File: src/rtl/wb_arb_pkg.sv
// rtl/wb_arb_pkg.sv - shared types and widths for the writeback port arbiter
package wb_arb_pkg;

    localparam int REG_ID_W = 8;
    localparam int DATA_W   = 32;

    // One buffered late result waiting for the register-file write port
    typedef struct packed {
        logic [DATA_W-1:0]   data;
        logic [REG_ID_W-1:0] rd;
    } wb_entry_t;

    // Which source owns the write port this cycle
    typedef enum logic [1:0] {
        GNT_NONE,
        GNT_PIPE,
        GNT_LATE
    } gnt_src_t;

    // Register ids at or beyond the tracked range are invisible to the scoreboard
    function automatic logic id_in_range(input logic [REG_ID_W-1:0] id, input int nregs);
        return {{(32-REG_ID_W){1'b0}}, id} < 32'(nregs);
    endfunction

endpackage

File: src/rtl/wb_port_arbiter_if.sv
// rtl/wb_port_arbiter_if.sv - pipeline, late-result, decode and register-file signals
interface wb_port_arbiter_if;
    import wb_arb_pkg::*;

    logic [DATA_W-1:0]   pipe_data_in;
    logic [REG_ID_W-1:0] pipe_rd_in;
    logic                pipe_write_in;
    logic                late_valid_in;
    logic                late_ready_out;
    logic [DATA_W-1:0]   late_data_in;
    logic [REG_ID_W-1:0] late_rd_in;
    logic                issue_valid_in;
    logic [REG_ID_W-1:0] issue_rd_in;
    logic [REG_ID_W-1:0] dec_rs1_in;
    logic [REG_ID_W-1:0] dec_rs2_in;
    logic                hazard_out;
    logic                pipe_stall_out;
    logic                err_out;
    logic [DATA_W-1:0]   regs_data_out;
    logic [REG_ID_W-1:0] regs_wr_id_out;
    logic                regs_write_out;

    // Arbiter side
    modport slave (
        input  pipe_data_in, pipe_rd_in, pipe_write_in,
        input  late_valid_in, late_data_in, late_rd_in,
        input  issue_valid_in, issue_rd_in, dec_rs1_in, dec_rs2_in,
        output late_ready_out, hazard_out, pipe_stall_out, err_out,
        output regs_data_out, regs_wr_id_out, regs_write_out
    );

    // Pipeline / requester / register-file side
    modport master (
        output pipe_data_in, pipe_rd_in, pipe_write_in,
        output late_valid_in, late_data_in, late_rd_in,
        output issue_valid_in, issue_rd_in, dec_rs1_in, dec_rs2_in,
        input  late_ready_out, hazard_out, pipe_stall_out, err_out,
        input  regs_data_out, regs_wr_id_out, regs_write_out
    );

endinterface

File: src/rtl/wb_late_fifo.sv
// rtl/wb_late_fifo.sv - small circular buffer holding late results
module wb_late_fifo
    import wb_arb_pkg::*;
#(
    parameter int DEPTH = 2
) (
    input  logic      clk,
    input  logic      reset,
    input  logic      push,
    input  wb_entry_t push_entry,
    input  logic      pop,
    output logic      full,
    output logic      empty,
    output wb_entry_t head
);

    localparam int PTR_W = (DEPTH > 1) ? $clog2(DEPTH) : 1;

    wb_entry_t        mem [DEPTH];
    logic [PTR_W-1:0] wr_ptr;
    logic [PTR_W-1:0] rd_ptr;
    logic [PTR_W:0]   count;
    logic             do_push;
    logic             do_pop;

    // A pop frees the slot a simultaneous push needs, so full does not block it
    assign do_pop  = pop && !empty;
    assign do_push = push && (!full || do_pop);
    assign full    = (count == (PTR_W+1)'(DEPTH));
    assign empty   = (count == '0);
    assign head    = mem[rd_ptr];

    // Pointers wrap naturally because DEPTH is a power of two
    always_ff @(posedge clk) begin
        if (reset) begin
            wr_ptr <= '0;
            rd_ptr <= '0;
            count  <= '0;
        end else begin
            if (do_push) wr_ptr <= wr_ptr + 1'b1;
            if (do_pop)  rd_ptr <= rd_ptr + 1'b1;
            case ({do_push, do_pop})
                2'b10:   count <= count + 1'b1;
                2'b01:   count <= count - 1'b1;
                default: count <= count;
            endcase
        end
    end

    // Storage needs no reset: occupancy decides whether head is meaningful
    always_ff @(posedge clk) begin
        if (do_push) mem[wr_ptr] <= push_entry;
    end

endmodule

File: src/rtl/wb_port_arbiter.sv
// rtl/wb_port_arbiter.sv - shares the register-file write port between writeback and late results
module wb_port_arbiter
    import wb_arb_pkg::*;
#(
    parameter int DEPTH        = 2,
    parameter int NREGS        = 32,
    parameter int STARVE_LIMIT = 4
) (
    input  logic              clk,
    input  logic              reset,
    wb_port_arbiter_if.slave  bus
);

    localparam int IDX_W = (NREGS > 1) ? $clog2(NREGS) : 1;
    localparam int CNT_W = $clog2(STARVE_LIMIT + 1);

    wb_entry_t           push_entry;
    wb_entry_t           head;
    logic                fifo_full;
    logic                fifo_empty;
    logic                fifo_push;
    logic                fifo_pop;
    gnt_src_t            gnt;
    logic [DATA_W-1:0]   wr_data;
    logic [REG_ID_W-1:0] wr_id;
    logic [NREGS-1:0]    pending_q;
    logic [CNT_W-1:0]    starve_q;
    logic                stall_q;
    logic                err_q;

    assign push_entry = '{data: bus.late_data_in, rd: bus.late_rd_in};
    assign fifo_push  = bus.late_valid_in && !fifo_full && !reset;
    assign fifo_pop   = (gnt == GNT_LATE);

    wb_late_fifo #(.DEPTH(DEPTH)) u_fifo (
        .clk        (clk),
        .reset      (reset),
        .push       (fifo_push),
        .push_entry (push_entry),
        .pop        (fifo_pop),
        .full       (fifo_full),
        .empty      (fifo_empty),
        .head       (head)
    );

    // Pipe has priority unless a relief stall is active; nothing is granted under reset
    always_comb begin
        gnt = GNT_NONE;
        if (!reset) begin
            if (bus.pipe_write_in && !stall_q) begin
                gnt = GNT_PIPE;
            end else if (!fifo_empty) begin
                gnt = GNT_LATE;
            end
        end
    end

    // Write port mux; idle port presents zeros
    always_comb begin
        wr_data = '0;
        wr_id   = '0;
        case (gnt)
            GNT_PIPE: begin
                wr_data = bus.pipe_data_in;
                wr_id   = bus.pipe_rd_in;
            end
            GNT_LATE: begin
                wr_data = head.data;
                wr_id   = head.rd;
            end
            default: begin
                wr_data = '0;
                wr_id   = '0;
            end
        endcase
    end

    // Register 0 is hardwired, so writes to it are suppressed but still consume the grant
    assign bus.regs_write_out = (gnt != GNT_NONE) && (wr_id != '0);
    assign bus.regs_data_out  = wr_data;
    assign bus.regs_wr_id_out = wr_id;
    assign bus.late_ready_out = !fifo_full;
    assign bus.pipe_stall_out = stall_q;
    assign bus.err_out        = err_q;

    function automatic logic is_pending(input logic [REG_ID_W-1:0] id);
        return (id != '0) && id_in_range(id, NREGS) && pending_q[id[IDX_W-1:0]];
    endfunction

    assign bus.hazard_out = is_pending(bus.dec_rs1_in) | is_pending(bus.dec_rs2_in);

    // Scoreboard: clear on buffered write, set on issue; the later set wins a same-rd collision
    always_ff @(posedge clk) begin
        if (reset) begin
            pending_q <= '0;
        end else begin
            if (gnt == GNT_LATE && id_in_range(head.rd, NREGS)) begin
                pending_q[head.rd[IDX_W-1:0]] <= 1'b0;
            end
            if (bus.issue_valid_in && bus.issue_rd_in != '0 && id_in_range(bus.issue_rd_in, NREGS)) begin
                pending_q[bus.issue_rd_in[IDX_W-1:0]] <= 1'b1;
            end
        end
    end

    // Starvation relief: count pipe wins over a waiting buffer, then force one buffer cycle
    always_ff @(posedge clk) begin
        if (reset) begin
            starve_q <= '0;
            stall_q  <= 1'b0;
            err_q    <= 1'b0;
        end else begin
            stall_q <= 1'b0;
            if (!fifo_empty && gnt == GNT_PIPE) begin
                if (starve_q == CNT_W'(STARVE_LIMIT - 1)) begin
                    starve_q <= '0;
                    stall_q  <= 1'b1;
                end else begin
                    starve_q <= starve_q + 1'b1;
                end
            end else begin
                starve_q <= '0;
            end
            if (stall_q && bus.pipe_write_in) begin
                err_q <= 1'b1;
            end
        end
    end

endmodule

File: src/flat_wrapper.sv
// flat-port wrapper written by rule: the top's interface ports become plain ports
module wb_port_arbiter_flat import wb_arb_pkg::*;
#(
    parameter int DEPTH        = 2,
    parameter int NREGS        = 32,
    parameter int STARVE_LIMIT = 4
)
  (clk, reset, bus_pipe_data_in, bus_pipe_rd_in, bus_pipe_write_in, bus_late_valid_in, bus_late_data_in, bus_late_rd_in, bus_issue_valid_in, bus_issue_rd_in, bus_dec_rs1_in, bus_dec_rs2_in, bus_late_ready_out, bus_hazard_out, bus_pipe_stall_out, bus_err_out, bus_regs_data_out, bus_regs_wr_id_out, bus_regs_write_out);
  wb_port_arbiter_if bus_i ();
  input  logic clk;
  input  logic reset;
  input wire logic [$bits(bus_i.pipe_data_in)-1:0] bus_pipe_data_in;
  input wire logic [$bits(bus_i.pipe_rd_in)-1:0] bus_pipe_rd_in;
  input wire logic [$bits(bus_i.pipe_write_in)-1:0] bus_pipe_write_in;
  input wire logic [$bits(bus_i.late_valid_in)-1:0] bus_late_valid_in;
  input wire logic [$bits(bus_i.late_data_in)-1:0] bus_late_data_in;
  input wire logic [$bits(bus_i.late_rd_in)-1:0] bus_late_rd_in;
  input wire logic [$bits(bus_i.issue_valid_in)-1:0] bus_issue_valid_in;
  input wire logic [$bits(bus_i.issue_rd_in)-1:0] bus_issue_rd_in;
  input wire logic [$bits(bus_i.dec_rs1_in)-1:0] bus_dec_rs1_in;
  input wire logic [$bits(bus_i.dec_rs2_in)-1:0] bus_dec_rs2_in;
  output wire logic [$bits(bus_i.late_ready_out)-1:0] bus_late_ready_out;
  output wire logic [$bits(bus_i.hazard_out)-1:0] bus_hazard_out;
  output wire logic [$bits(bus_i.pipe_stall_out)-1:0] bus_pipe_stall_out;
  output wire logic [$bits(bus_i.err_out)-1:0] bus_err_out;
  output wire logic [$bits(bus_i.regs_data_out)-1:0] bus_regs_data_out;
  output wire logic [$bits(bus_i.regs_wr_id_out)-1:0] bus_regs_wr_id_out;
  output wire logic [$bits(bus_i.regs_write_out)-1:0] bus_regs_write_out;
  assign bus_i.pipe_data_in = bus_pipe_data_in;
  assign bus_i.pipe_rd_in = bus_pipe_rd_in;
  assign bus_i.pipe_write_in = bus_pipe_write_in;
  assign bus_i.late_valid_in = bus_late_valid_in;
  assign bus_i.late_data_in = bus_late_data_in;
  assign bus_i.late_rd_in = bus_late_rd_in;
  assign bus_i.issue_valid_in = bus_issue_valid_in;
  assign bus_i.issue_rd_in = bus_issue_rd_in;
  assign bus_i.dec_rs1_in = bus_dec_rs1_in;
  assign bus_i.dec_rs2_in = bus_dec_rs2_in;
  assign bus_late_ready_out = bus_i.late_ready_out;
  assign bus_hazard_out = bus_i.hazard_out;
  assign bus_pipe_stall_out = bus_i.pipe_stall_out;
  assign bus_err_out = bus_i.err_out;
  assign bus_regs_data_out = bus_i.regs_data_out;
  assign bus_regs_wr_id_out = bus_i.regs_wr_id_out;
  assign bus_regs_write_out = bus_i.regs_write_out;
  wb_port_arbiter #(.DEPTH(DEPTH), .NREGS(NREGS), .STARVE_LIMIT(STARVE_LIMIT)) u_core (.clk(clk), .reset(reset), .bus(bus_i));
endmodule
File: config.mk
export PLATFORM = sky130hd
export DESIGN_NAME = wb_port_arbiter_flat
export DESIGN_NICKNAME = d
export VERILOG_FILES = /design/src/rtl/wb_arb_pkg.sv /design/src/rtl/wb_port_arbiter_if.sv /design/src/rtl/wb_late_fifo.sv /design/src/rtl/wb_port_arbiter.sv /design/src/flat_wrapper.sv
export SDC_FILE = /design/constraint.sdc
export NUM_CORES = 1
export LEC_CHECK = 0
export ABC_AREA = 1
export BUFFER_PORTS_ARGS = -buffer_cell sky130_fd_sc_hd__buf_2
export CAP_MARGIN = 0
export CORE_ASPECT_RATIO = 1.5
export CORE_MARGIN = 1
export CORE_UTILIZATION = 45
export CTS_CLUSTER_DIAMETER = 100
export CTS_CLUSTER_SIZE = 10
export DETAILED_ROUTE_END_ITERATION = 10
export PLACE_DENSITY = 0.77
export SLEW_MARGIN = 20
export SYNTH_ARGS = -nofsm -noshare
export SYNTH_HDL_FRONTEND = slang
export SYNTH_SLANG_ARGS = --single-unit
File: constraint.sdc
create_clock -name clk -period 3.7 [get_ports clk]
set_clock_uncertainty 0.05 [all_clocks]
set_input_delay 0 -clock clk [delete_from_list [all_inputs] [get_ports clk]]
set_output_delay 0 -clock clk [all_outputs]
set_load 0.1 [all_outputs]
; Yosys cells after proc, flatten, opt, wreduce, memory -nomap -nowiden
; Memory sizes are Yosys's and may differ from the RTL's. A register that Yosys moved wholly into a read port is not among the register bits.
; Cells that the tools add are included.
[word_totals]
reg_bits = 41
latch_bits = 0
mem_bits_rw = 80
mem_bits_ro = 0
inputBits = 109
output_inout_bits = 45
mem_count = 1
[mem_list]
columns = memory, words, word_bits, rd, rd_clocked_by_memory_dff, wr, line_no
row1 = u_core.u_fifo.mem, 2, 40, 1, 1, 1, wb_late_fifo.sv:19  ; wb_entry_t mem [DEPTH];
[classes]
n_addsub = 5
mul = 0
n_div = 0
order_cmp = 10
n_eq_ne = 6
n_shift = 0
n_mux = 22
bitwise_logic = 5
reduce_logical = 31
[ops]
columns = op, count
row1 = $mux W32, 3
row2 = $pmux W32 S2, 1
row3 = $and A32 B32 Y32, 1
row4 = $lt A8 B6 Y1 const B, 4
row5 = $not A32 Y32, 1
row6 = $or A32 B32 Y32, 1
row7 = $reduce_bool A8 Y1, 4
row8 = $lt A5 B6 Y1 const B, 4
row9 = $logic_and A1 B1 Y1, 17
row10 = $pmux W8 S2, 1
row11 = $bmux W1 S5, 2
row12 = $demux W1 S5, 2
row13 = $ge A5 B1 Y1 const B, 2
row14 = $mux W1, 9
row15 = $eq A2 B2 Y1 const B, 3
row16 = $mux W2, 3
row17 = $eq A2 B1 Y1 const B, 2
row18 = $logic_not A1 Y1, 4
row19 = $pmux W2 S2, 1
row20 = $reduce_bool A2 Y1, 2
row21 = $add A3 B1 Y3 const B, 1
row22 = $eq A3 B2 Y1 const B, 1
row23 = $reduce_or A3 Y1, 1
row24 = $add A1 B1 Y1 const B, 2
row25 = other kinds (7), 7

; Logic depth before layout (Yosys ltp)
[depth]
ltp_word = 10
mapped_depth = 10
mapped_depth_nobuf = 10

; Cells and area by module
; From an unflattened synthesis, not the netlist that was laid out.
[hier_totals]
hier_cells = 726
area_unflattened_um2 = 6249.7
[modules_own_cells]
columns = module, n_inst, cells_each, area_each_um2, seq_area_each_um2
row1 = wb_late_fifo, 1, 163, 3155.5, 2502.4
row2 = wb_port_arbiter, 1, 563, 3094.2, 740.7

; Least setup slack after synthesis
; No wires, ideal clock.
[synth_path]
path_kind = flip-flop to output port
startpoint = reg u_core.stall_q (netlist: u_core.bus.pipe_stall_out)
endpoint = out bus_regs_data_out[0]
arrival_time_ps = 3736
required_ps = 3650
setup_slack_ps = -86
stages_incl_launch_ff = 7
n_path_buf = 2
cell_sequence = dfxtp_1 > inv_1 > nand2_1 > nand3_1 > buf_2 > clkbuf_1 > o21ai_0
[synth_between]
elab_chain_len = 6
elab_cells_between_ends = 7
cone_classes = 2 x eq/ne / 3 x mux / 2 x reduce/logical
[synth_lines]
columns = item, line_no
row1 = from (decl), wb_port_arbiter.sv:28  ; logic stall_q;
row2 = from (signal assigned), wb_port_arbiter.sv:110  ; stall_q <= 1'b0;
row3 = from (signal assigned), wb_port_arbiter.sv:113  ; stall_q <= 1'b0;
row4 = from (signal assigned), wb_port_arbiter.sv:117  ; stall_q <= 1'b1;
row5 = $logic_not A1 Y1 (*), wb_port_arbiter.sv:50  ; if (bus.pipe_write_in && !stall_q) begin
row6 = $logic_and A1 B1 Y1 (*), wb_port_arbiter.sv:50
row7 = $mux W2 (*), wb_port_arbiter.sv:50
row8 = $mux W2 (*), wb_port_arbiter.sv:49  ; if (!reset) begin
row9 = $eq A2 B2 Y1 or $eq A2 B1 Y1 (tied branches), wb_port_arbiter.sv:62  ; case (gnt)
row10 = $pmux W32 S2 (*), wb_port_arbiter.sv:62
row11 = to (decl), flat_wrapper.sv:26  ; output wire logic [$bits(bus_i.regs_data_out)-1:0] bus_regs_data_out;
; Every way passes the cells marked *; elsewhere a longest branch is shown, timed or not.

==> flow_metrics.py <==
metrics = {
    "outcome": {
        "status": "finished clean",
    },
    "floorplanning": {
        "num_rows": 51,
        "die_width_um": 97.2,
        "coreArea_mm2": 0.0131,
        "io_pins": 154,
        "die_y_um": 145,
        "die-area_mm2": 0.0141,
        "start_util_pct": 46.6,
    },
    "drt": {
        "first_pass_iters": 5,
        "vias_per_cell": 5.14,
        "drt_wl_total_um": 16600,
        "wl_per_cell_um": 14.7,
        "drc": 0,
        "vias": 5807,
        "drtIter0Drc": 296,
        "postRouteAntennaNets": 0,
    },
    "cells_and_area": {
        "final_layout_size_suffix_gt1_share_pct": 22.7,
        "fin_nets": 1070,
        "final_cell_mix": "221 x nand2_1, 153 x buf_2, 99 x inv_1",
        "final_common_cell": "nand2_1",
        "fin_util_pct": 61.5,
        "fillers": 1094,
        "syn_to_final_growth_pct": 31.9,
        "finalInstanceArea_mm2": 0.00808,
    },
    "clock_tree": {
        "cts-root-buf": "clkbuf_16",
        "h-tree-depth": 4,
        "cts_inserted_buffers": 17,
        "cts_tree": "done",
        "clk_path_buf_depth": 2,
        "post_cts_buffers": 0,
        "cts.repair.resized": 0,
        "clock_latency_ns": 0.41,
        "clk_pin_slew_ns": 0.06,
        "clock_sinks": 122,
        "cts_hold_buf": 49,
    },
    "setup_path": {
        "required_ns": 3.65,
        "max_stage_delay_ns": 0.92,
        "crit_path_end_kind": "output port",
        "crit_fanout": 51,
        "crit_family": "flip-flops",
        "crit_arrival_ns": 2.62,
        "path_class": "flip-flop to output port",
        "cp_cell_sequence": "buf_4 -> o21ai_0 -> o21ai_0 -> buf_2",
        "crit_path_top_delay_cell": "dfxtp_2",
        "cp_common_cell": "o21ai_0",
        "crit_buf_inv": 2,
        "startpoint_type": "flip-flop",
    },
    "pwr": {
        "power_mw": 3.79,
        "powerDensity_mw_per_mm2": 469,
        "static-leakage-power_nw": 3.48,
        "ir_worst_vdd_mv": 0.477,
    },
    "global_routing": {
        "antenna_found_initial": 0,
        "grt_max_degree": 52,
        "grt_pass1_vias": 5634,
        "grt_pass1_wl_um": 26100,
        "grt-ovfl-total": 0,
        "track_usage_pct": 23.6,
    },
    "place": {
        "gp_congestion": 0.865,
        "dp_hpwl_um": 11000,
        "placed_cell_area_mm2": 0.00700,
        "numPortBuffers": 153,
    },
    "logic_synthesis": {
        "yosysUniqueCellTypes": 30,
        "synth_nets": 876,
        "synth-seq-cells": 122,
        "syn_area_per_cell_um2": 8.01,
        "syn_area_mm2": 0.00612,
        "synth_cells": 764,
        "seq_area_frac_synth_pct": 53.0,
        "ys.warnings.count": 0,
    },
    "timing": {
        "setup_viol": 0,
        "tightest_slew_ns": 0.940,
        "slew_headroom_pct": 37.2,
        "min_period_ns": 2.67,
        "slew_violations": 0,
        "fmax_mhz": 374,
        "post-route-period-util_pct": 72.3,
        "fin_setup_tns_ns": 0,
        "whs_ns": 0.0400,
        "rsz0062_at_grt": "false",
        "finalHoldViolCount": 0,
    },
    "run": {
        "maxCapViolCount": 0,
    },
    "worst_hold_path": {
        "hold_path_class": "input pin to flip-flop",
    },
}
-- power by group --
group / total [mW] / internal [mW] / leakage (nW) / switching (mW)
clock network: 1.65 / 1.00 / 0.282 / 0.642
logic: 0.627 / 0.161 / 2.12 / 0.467
registers: 1.52 / 1.49 / 1.07 / 0.0217
-- logic make-up (layout without fill, tap and decap cells) --
| family | after synthesis | after routing | share of synthesized area [%] |
|---|---|---|---|
| other cells | 0 | 1 | 0 |
| fa+ha+maj | 3 | 3 | 0.613 |
| simple gates | 338 | 338 | 23.0 |
| flops | 122 | 122 | 53.0 |
| compound gates | 164 | 164 | 14.5 |
| buf+inv | 137 | 343 | 8.93 |
-- flip-flops by register name, summed over array words and instances (netlist names), named ones only --
signal,cells
u_core.u_fifo.mem,80
u_core.pending_q,32
u_core.starve_q,3
u_core.u_fifo.count,2
u_core.bus.err_out,1
u_core.bus.pipe_stall_out,1
u_core.u_fifo.rd_ptr,1
u_core.u_fifo.wr_ptr,1
-- Yosys cell counts --
master,instances,area (um2)
nand2_1,221,830
inv_1,99,372
edfxtp_1,80,2400
o21ai_0,72,360
nand3_1,49,245
a21oi_1,42,210
dfxtp_1,42,841
nor2_1,36,135
o21ai_1,32,160
clkbuf_1,21,78.8
nor2_2,12,75.1
nor3_1,9,45.0
buf_2,7,35.0
inv_2,6,22.5
o21a_1,6,45.0
nand4_1,5,31.3
o211ai_1,4,30.0
a21boi_0,3,22.5
ha_1,3,37.5
o21ai_2,3,26.3
nand2_2,2,12.5
o21ai_4,2,32.5
and2_1,1,6.26
buf_4,1,7.51
buf_6,1,11.3
buf_8,1,15.0
clkbuf_2,1,5.00
nor3_4,1,16.3
nor4_1,1,6.26
or2_2,1,6.26
-- through the flow --
stage | setup WS (ns) | std cells
final | 1.03 | 1130
after floorplan | -0.0856 | 764
after global placement | 1.47 | 1049
after global routing | 0.790 | 1129
after detailed placement | 1.44 | 1049
after CTS | 1.01 | 1129
-- layout make-up --
type                            count  area [um2]  area share [%]
Sequential cell                   122        3240            40.2
Clock buffer                       17         425            5.27
Antenna cell                        1        2.50          0.0310
Inverter                          105         394            4.88
Clock inverter                     14         163            2.01
Multi-Input combinational cell    505        2360            29.2
Timing Repair Buffer              207        1290            16.0
Tap cell                          159         199            2.46
-- worst min-delay path, cell delays in order --
cell,delay (ns)
buf_2,0.10
nand3_1,0.24
a21oi_1,0.11
-- worst paths after layout --
check                                            start                  endpoint  slack [ns]  cells after the start
worst max-delay path                         flip-flop     bus_regs_data_out[22]        1.03                      4
worst min-delay path                 bus_late_valid_in      u_core.u_fifo.wr_ptr        0.04                      3
worst max register to register  u_core.u_fifo.count[0]  u_core.u_fifo.mem[1][30]        1.50                      5
worst min register to register      u_core.starve_q[0]        u_core.starve_q[0]        0.37                      1
-- layer usage --
metal / global-route usage, % / wire length [um] / up-vias
met5: 0 / 0 / -
met4: 12.2 / 389 / 0
met3: 4.66 / 991 / 29
met2: 45.5 / 9080 / 208
met1: 24.2 / 6140 / 2677
li1: - / - / 2893
Power figures use the tool's default switching activity.
